**config.mk**
```make
export PLATFORM = sky130hd
export DESIGN_NAME = decode_stage
export DESIGN_NICKNAME = d
export VERILOG_FILES = /design/src/rtl/decode_pkg.sv /design/src/rtl/regfile_2r1w.sv /design/src/rtl/decode_stage.sv
export SDC_FILE = /design/constraint.sdc
export NUM_CORES = 2
export LEC_CHECK = 0
export ABC_AREA = 1
export ABC_CLOCK_PERIOD_IN_PS = 3800
export CAP_MARGIN = 5
export CORE_MARGIN = 3
export CORE_UTILIZATION = 29
export DETAILED_ROUTE_END_ITERATION = 7
export PLACE_DENSITY_LB_ADDON = 0.3
export REMOVE_ABC_BUFFERS = 1
export SYNTH_ARGS = -nofsm -noshare
export SYNTH_HDL_FRONTEND = slang
export SYNTH_SLANG_ARGS = --single-unit
```
**constraint.sdc**
```tcl
create_clock -name clk -period 3.8 [get_ports clk]
set_clock_uncertainty 0.2 [all_clocks]
set_input_delay 0.38 -clock clk [delete_from_list [all_inputs] [get_ports clk]]
set_output_delay 0.38 -clock clk [all_outputs]
set_load 0.005 [all_outputs]
```
**src/rtl/decode_pkg.sv**
```systemverilog
// Shared RV32I decode definitions: opcodes, ALU/op-class encodings, immediate formats.
// Imported by decode_stage and regfile_2r1w.
package decode_pkg;

   localparam logic [6:0] OPC_LOAD   = 7'b0000011;
   localparam logic [6:0] OPC_STORE  = 7'b0100011;
   localparam logic [6:0] OPC_BRANCH = 7'b1100011;
   localparam logic [6:0] OPC_JALR   = 7'b1100111;
   localparam logic [6:0] OPC_JAL    = 7'b1101111;
   localparam logic [6:0] OPC_OP_IMM = 7'b0010011;
   localparam logic [6:0] OPC_OP     = 7'b0110011;
   localparam logic [6:0] OPC_LUI    = 7'b0110111;
   localparam logic [6:0] OPC_AUIPC  = 7'b0010111;

   typedef enum logic [3:0] {
      ALU_ADD   = 4'd0,
      ALU_SUB   = 4'd1,
      ALU_SLL   = 4'd2,
      ALU_SLT   = 4'd3,
      ALU_SLTU  = 4'd4,
      ALU_XOR   = 4'd5,
      ALU_SRL   = 4'd6,
      ALU_SRA   = 4'd7,
      ALU_OR    = 4'd8,
      ALU_AND   = 4'd9,
      ALU_PASSB = 4'd10
   } alu_op_e;

   typedef enum logic [2:0] {
      CLS_ALU    = 3'd0,
      CLS_LOAD   = 3'd1,
      CLS_STORE  = 3'd2,
      CLS_BRANCH = 3'd3,
      CLS_JAL    = 3'd4,
      CLS_JALR   = 3'd5,
      CLS_LUI    = 3'd6,
      CLS_AUIPC  = 3'd7
   } op_class_e;

   typedef enum logic [2:0] {
      IMM_NONE = 3'd0,
      IMM_I    = 3'd1,
      IMM_S    = 3'd2,
      IMM_B    = 3'd3,
      IMM_U    = 3'd4,
      IMM_J    = 3'd5
   } imm_fmt_e;

   function automatic logic [31:0] gen_imm(input logic [31:0] insn, input imm_fmt_e fmt);
      logic [31:0] imm;
      imm = '0;
      case (fmt)
         IMM_I:   imm = {{21{insn[31]}}, insn[30:20]};
         IMM_S:   imm = {{21{insn[31]}}, insn[30:25], insn[11:7]};
         IMM_B:   imm = {{20{insn[31]}}, insn[7], insn[30:25], insn[11:8], 1'b0};
         IMM_U:   imm = {insn[31:12], 12'h000};
         IMM_J:   imm = {{12{insn[31]}}, insn[19:12], insn[20], insn[30:21], 1'b0};
         default: imm = '0;
      endcase
      return imm;
   endfunction

   // insn[30] selects SUB only for register-register ops; for OP-IMM it is immediate data.
   function automatic alu_op_e alu_from_funct(input logic [2:0] funct3, input logic bit30,
                                              input logic is_op);
      alu_op_e op;
      case (funct3)
         3'b000:  op = (is_op && bit30) ? ALU_SUB : ALU_ADD;
         3'b001:  op = ALU_SLL;
         3'b010:  op = ALU_SLT;
         3'b011:  op = ALU_SLTU;
         3'b100:  op = ALU_XOR;
         3'b101:  op = bit30 ? ALU_SRA : ALU_SRL;
         3'b110:  op = ALU_OR;
         default: op = ALU_AND;
      endcase
      return op;
   endfunction

endpackage

```
**src/rtl/regfile_2r1w.sv**
```systemverilog
// Architectural register file: two combinational read ports, one synchronous write port,
// x0 hardwired to zero, write-to-read bypass for the same nonzero index.
module regfile_2r1w
   import decode_pkg::*;
#(
   parameter int XLEN  = 32,
   parameter int NREGS = 32,
   parameter int AW    = $clog2(NREGS)
) (
   input  logic            clk,
   input  logic            rst,
   input  logic [AW-1:0]   ra1,
   input  logic [AW-1:0]   ra2,
   output logic [XLEN-1:0] rd1,
   output logic [XLEN-1:0] rd2,
   input  logic            wen,
   input  logic [AW-1:0]   wa,
   input  logic [XLEN-1:0] wd
);

   logic [XLEN-1:0] regs [NREGS];

   always_ff @(posedge clk) begin
      if (rst) begin
         for (int i = 0; i < NREGS; i++) regs[i] <= '0;
      end else if (wen && (wa != '0)) begin
         regs[wa] <= wd;
      end
   end

   always_comb begin
      rd1 = '0;
      if (ra1 != '0) rd1 = (wen && (wa == ra1)) ? wd : regs[ra1];
   end

   always_comb begin
      rd2 = '0;
      if (ra2 != '0) rd2 = (wen && (wa == ra2)) ? wd : regs[ra2];
   end

endmodule

```
**src/rtl/decode_stage.sv**
```systemverilog
// RV32I decode stage: field decode, immediate generation, register read, one-deep output register.
// Build option: DECODE_ILLEGAL_TRAP_EN raises ex_illegal on unknown opcodes (otherwise they flow as NOPs).
module decode_stage
   import decode_pkg::*;
#(
   parameter int XLEN  = 32,
   parameter int NREGS = 32
) (
   input  logic            clk,
   input  logic            rst,
   input  logic            if_valid,
   output logic            if_ready,
   input  logic [31:0]     if_insn,
   input  logic [XLEN-1:0] if_pc,
   input  logic            flush,
   input  logic            wb_wen,
   input  logic [4:0]      wb_rd,
   input  logic [XLEN-1:0] wb_data,
   output logic            ex_valid,
   input  logic            ex_ready,
   output logic [XLEN-1:0] ex_pc,
   output logic [XLEN-1:0] ex_rs1_val,
   output logic [XLEN-1:0] ex_rs2_val,
   output logic [XLEN-1:0] ex_imm,
   output logic [4:0]      ex_rd,
   output logic [3:0]      ex_alu_op,
   output logic [2:0]      ex_op_class,
   output logic [2:0]      ex_funct3,
   output logic            ex_reg_wen,
   output logic            ex_mem_wen,
   output logic            ex_mem_ren,
   output logic            ex_illegal
);

   logic [6:0] opcode;
   logic [4:0] f_rd, f_rs1, f_rs2;
   logic [2:0] f_funct3;

   alu_op_e    d_alu;
   op_class_e  d_class;
   imm_fmt_e   d_fmt;
   logic       d_reg_wen, d_mem_wen, d_mem_ren, d_unknown, d_illegal;
   logic [XLEN-1:0] rs1_val, rs2_val;
   logic       xfer;

   assign opcode   = if_insn[6:0];
   assign f_rd     = if_insn[11:7];
   assign f_funct3 = if_insn[14:12];
   assign f_rs1    = if_insn[19:15];
   assign f_rs2    = if_insn[24:20];

   // Handshake: a bundle moves when valid && ready on the same edge. Upstream: if_ready is
   // high whenever the output register is empty or being drained this cycle. Downstream:
   // ex_* hold while ex_valid && !ex_ready. flush overrides both load and hold.
   assign if_ready = !ex_valid || ex_ready;
   assign xfer     = if_valid && if_ready;

   regfile_2r1w #(.XLEN(XLEN), .NREGS(NREGS), .AW(5)) u_regfile (
      .clk (clk),
      .rst (rst),
      .ra1 (f_rs1),
      .ra2 (f_rs2),
      .rd1 (rs1_val),
      .rd2 (rs2_val),
      .wen (wb_wen),
      .wa  (wb_rd),
      .wd  (wb_data)
   );

   always_comb begin
      d_alu     = ALU_ADD;
      d_class   = CLS_ALU;
      d_fmt     = IMM_NONE;
      d_reg_wen = 1'b0;
      d_mem_wen = 1'b0;
      d_mem_ren = 1'b0;
      d_unknown = 1'b0;
      case (opcode)
         OPC_OP: begin
            d_alu     = alu_from_funct(f_funct3, if_insn[30], 1'b1);
            d_reg_wen = 1'b1;
         end
         OPC_OP_IMM: begin
            d_alu     = alu_from_funct(f_funct3, if_insn[30], 1'b0);
            d_fmt     = IMM_I;
            d_reg_wen = 1'b1;
         end
         OPC_LOAD: begin
            d_class   = CLS_LOAD;
            d_fmt     = IMM_I;
            d_reg_wen = 1'b1;
            d_mem_ren = 1'b1;
         end
         OPC_STORE: begin
            d_class   = CLS_STORE;
            d_fmt     = IMM_S;
            d_mem_wen = 1'b1;
         end
         OPC_BRANCH: begin
            d_alu   = ALU_SUB;
            d_class = CLS_BRANCH;
            d_fmt   = IMM_B;
         end
         OPC_JAL: begin
            d_class   = CLS_JAL;
            d_fmt     = IMM_J;
            d_reg_wen = 1'b1;
         end
         OPC_JALR: begin
            d_class   = CLS_JALR;
            d_fmt     = IMM_I;
            d_reg_wen = 1'b1;
         end
         OPC_LUI: begin
            d_alu     = ALU_PASSB;
            d_class   = CLS_LUI;
            d_fmt     = IMM_U;
            d_reg_wen = 1'b1;
         end
         OPC_AUIPC: begin
            d_class   = CLS_AUIPC;
            d_fmt     = IMM_U;
            d_reg_wen = 1'b1;
         end
         default: d_unknown = 1'b1;
      endcase
   end

`ifdef DECODE_ILLEGAL_TRAP_EN
   assign d_illegal = d_unknown;
`else
   assign d_illegal = 1'b0;
`endif

   always_ff @(posedge clk) begin
      if (rst) begin
         ex_valid    <= 1'b0;
         ex_pc       <= '0;
         ex_rs1_val  <= '0;
         ex_rs2_val  <= '0;
         ex_imm      <= '0;
         ex_rd       <= '0;
         ex_alu_op   <= '0;
         ex_op_class <= '0;
         ex_funct3   <= '0;
         ex_reg_wen  <= 1'b0;
         ex_mem_wen  <= 1'b0;
         ex_mem_ren  <= 1'b0;
         ex_illegal  <= 1'b0;
      end else if (flush) begin
         ex_valid <= 1'b0;
      end else if (xfer) begin
         ex_valid    <= 1'b1;
         ex_pc       <= if_pc;
         ex_rs1_val  <= rs1_val;
         ex_rs2_val  <= rs2_val;
         ex_imm      <= gen_imm(if_insn, d_fmt);
         ex_rd       <= f_rd;
         ex_alu_op   <= d_alu;
         ex_op_class <= d_class;
         ex_funct3   <= f_funct3;
         // rd=x0 results are architecturally discarded, so never request the write.
         ex_reg_wen  <= d_reg_wen && !d_unknown && (f_rd != 5'd0);
         ex_mem_wen  <= d_mem_wen && !d_unknown;
         ex_mem_ren  <= d_mem_ren && !d_unknown;
         ex_illegal  <= d_illegal;
      end else if (ex_ready) begin
         ex_valid <= 1'b0;
      end
   end

endmodule

```
==> flow_metrics.py <==
metrics = {
    "worst_setup_path": {
        "crit_path_end_kind": "flop",
        "critical_path_class": "in2reg",
        "cp-startpoint": "flush",
        "rr_worst_depth": 8,
        "cp_max_fo": 28,
        "cp.required_ns": 4.31,
        "cp-start-kind": "input pin",
        "reg2reg_from": "ex_valid",
        "cp.arrival_ns": 3.16,
    },
    "placed_design": {
        "gp_congestion": 0.907,
        "placed_area_sq_um": 71200,
        "hpwlAfterDp_mm": 164,
        "port_buffers": 254,
        "dp_cells": 11400,
        "pre_cts_slack_ns": 0.561,
    },
    "floorplan": {
        "start_util_pct": 29.3,
        "rows": 172,
        "dieHeight_um": 478,
        "io_pins": 256,
        "die_x_um": 478,
        "die_area_sq_um": 229000,
        "core_sq_um": 221000,
    },
    "worst_hold_path": {
        "hp-class": "in2reg",
        "hp-start": "if_insn[10]",
        "holdPathStages": 3,
    },
    "route": {
        "wirelength_mm": 259,
        "ant_nets": 0,
        "avgViaCountPerCell": 5.15,
        "vias": 60200,
        "drt-pass1-iter-count": 8,
        "routedWlPerCell_um": 22.1,
        "drc": 1,
        "drt_iter0_markers": 7850,
    },
    "clocking": {
        "htreeDepth": 4,
        "cts.reportedPaths.clkPinSlew_ns": 0.06,
        "clk_latency_ns": 0.81,
        "cts_buffer_depth": 3,
        "tritoncts": "yes",
        "clock-root-buffer": "clkbuf_16",
        "cts_sinks": 1171,
        "numCtsBuffers": 141,
        "postCtsSetupBuffers": 0,
    },
    "finish": {
        "drive_gt1_share_pct": 6.67,
        "final_area_sq_um": 76100,
        "mostFrequentLayoutCell": "nand2_1",
        "nNetsFinal": 8732,
        "layout.cells.most_common_list": "2,559 x nand2_1, 1,537 x nor2_1, 1,031 x nand3_1, 1,024 x edfxtp_1, 775 x inv_1",
        "fin_cells": 11700,
        "syn2layout_area_growth_pct": 17.5,
    },
    "power_and_ir_drop": {
        "intPower_mw": 23.9,
        "vdd_drop_max_uv": 276,
        "power.leakage_nw": 32.8,
        "p_sw_mw": 9.27,
        "combPwrFrac_pct": 14.0,
        "p_per_area_nw_per_um2": 436,
        "clockPowerShare_pct": 40.8,
        "pwr-share-seq_pct": 45.2,
        "p_sw_share_pct": 28.0,
    },
    "sta": {
        "min_period_ns": 2.65,
        "finalHoldViolations": 0,
        "clock.fmax_mhz": 378,
        "setup_violations": 0,
        "rsz0062_at_grt": "no",
        "post-route-period-util_pct": 69.7,
        "worst_slack_ns": 1.15,
        "hold_slack_ns": 0.0604,
        "drv_slew": 0,
        "max-slew-margin-rel_pct": 36.8,
        "worst_slew_pin_slew_ns": 0.948,
    },
    "global_routing": {
        "gr-total-overflow": 0,
        "grt_pass1_wl_mm": 378,
        "grt_use_total_pct": 21.9,
        "grt_pass1_vias": 57300,
        "antenna_found_initial": 8,
        "grt_max_degree": 109,
    },
    "logic_synthesis": {
        "synth_fa_ha_area_share_pct": 0,
        "synthXorXnorAreaFrac_pct": 0.0271,
        "yosys.area_share.simple_pct": 32.6,
        "ys_seq_area_share_pct": 52.1,
        "netlist_top_cells_area": "edfxtp_1 48%, nand2_1 15%, nor2_1 8.9%",
        "ys_dominant_reg_cell": "edfxtp_1",
        "synth_cell_types": 39,
        "ys_ff_latch": 1171,
        "synth_top_area_share_pct": 47.5,
        "ys_warn_count": 0,
        "syn_inst": 8570,
        "synth_area_per_cell_sq_um": 7.55,
        "synth_compound_area_share_pct": 6.21,
        "ys_async_sr_fraction_pct": 0,
        "synth_top_cell_by_area": "edfxtp_1",
        "synth_edf_count": 1024,
        "netlist_area_sq_um": 64700,
        "synth_top_family_by_area": "simple AND/OR/NAND/NOR gates",
        "muxShareOfSynthArea_pct": 0,
    },
    "status": {
        "violations": "DRC",
        "status": "complete, but fails checks",
    },
    "run": {
        "cap_viol_max_count": 0,
    },
}
==> layout make-up <==
| class | count | area (sq um) |
|---|---|---|
| sequential | 1171 | 33700 |
| tap | 2958 | 3700 |
| clock buffer | 181 | 3930 |
| clock inverter | 68 | 582 |
| inverter | 791 | 3000 |
| multi-input combinational | 5963 | 25400 |
| antenna | 6 | 15.0 |
| timing repair buffer | 557 | 5740 |
| fill | 22900 | 145000 |
==> worst paths after layout <==
kind	endpoint	slack, ns
min	ex_rd[3]	0.06
max reg2reg	ex_rs1_val[31]	1.41
max	ex_rs1_val[31]	1.15
min reg2reg	ex_imm[19]	0.26
==> sequential cells by signal, indices dropped and copies added, names as in the netlist <==
name,flops
u_regfile.regs,1024
ex_imm,32
ex_pc,32
ex_rs1_val,32
ex_rs2_val,32
ex_rd,5
ex_alu_op,4
ex_funct3,3
ex_op_class,3
ex_mem_ren,1
ex_mem_wen,1
ex_reg_wen,1
ex_valid,1
==> layer usage <==
metal | track usage [%] | part of all wire (%)
met2 | 35.0 | 46
met3 | 3.62 | 9.0
met1 | 28.4 | 39
met5 | 0 | 0.0050
met4 | 11.8 | 5.7
==> worst max-delay path, stage by stage <==
cell and delay (ns):
dlygate4sd3_1 0.54, clkdlybuf4s50_1 0.49, nor3_4 0.49, nand2_1 0.23, buf_4 0.31, a21oi_1 0.17
nand2_1 0.28, a21oi_1 0.23
==> power by group through the flow <==
stage / logic, mW / registers, mW / clock network [mW]
2_1_floorplan: 2.20 / 15.2 / 0
3_3_place_gp: 4.46 / 15.2 / 0
3_5_place_dp: 4.51 / 15.2 / 0
4_1_cts: 4.55 / 15.0 / 13.7
5_1_grt: 5.00 / 15.0 / 14.2
6_report: 4.64 / 15.0 / 13.5
==> synth_stat cells (4+ instances only) <==
cell	n
clkbuf_1	325
or2_2	20
nor3_2	4
buf_4	7
o22ai_1	5
a31o_2	7
o211ai_1	172
nor2_2	6
a21oi_1	271
o21ai_0	203
buf_1	75
inv_2	9
inv_1	780
nand2_1	2598
nor2_1	1538
nand3_1	1032
edfxtp_1	1024
buf_2	266
dfxtp_1	147
nor3_1	9
nand3b_1	12
o21ai_1	31
==> per-stage QoR <==
step                utilization, %  power (mW)  setup TNS [ns]
floorplan                        -        17.4         -185.50
global placement              32.2        19.7               0
detailed placement            32.2        19.7               0
CTS                           34.4        33.2               0
global route                  34.4        34.2               0
finish                        34.4        33.1               0
==> logic make-up after synthesis <==
group                     after synthesis
AOI/OAI and AO/OA                     700
buffers and inverters                1468
DFF                                  1171
xor gates and xnor gates                2
and+or+nand+nor                      5228
other                                   1
==> repair_timing <==
item	CTS	global route
endpoints found under the hold margin	40	0
resized for setup	0	0
hold buffers	35	0
(Power assumes the default switching activity.)
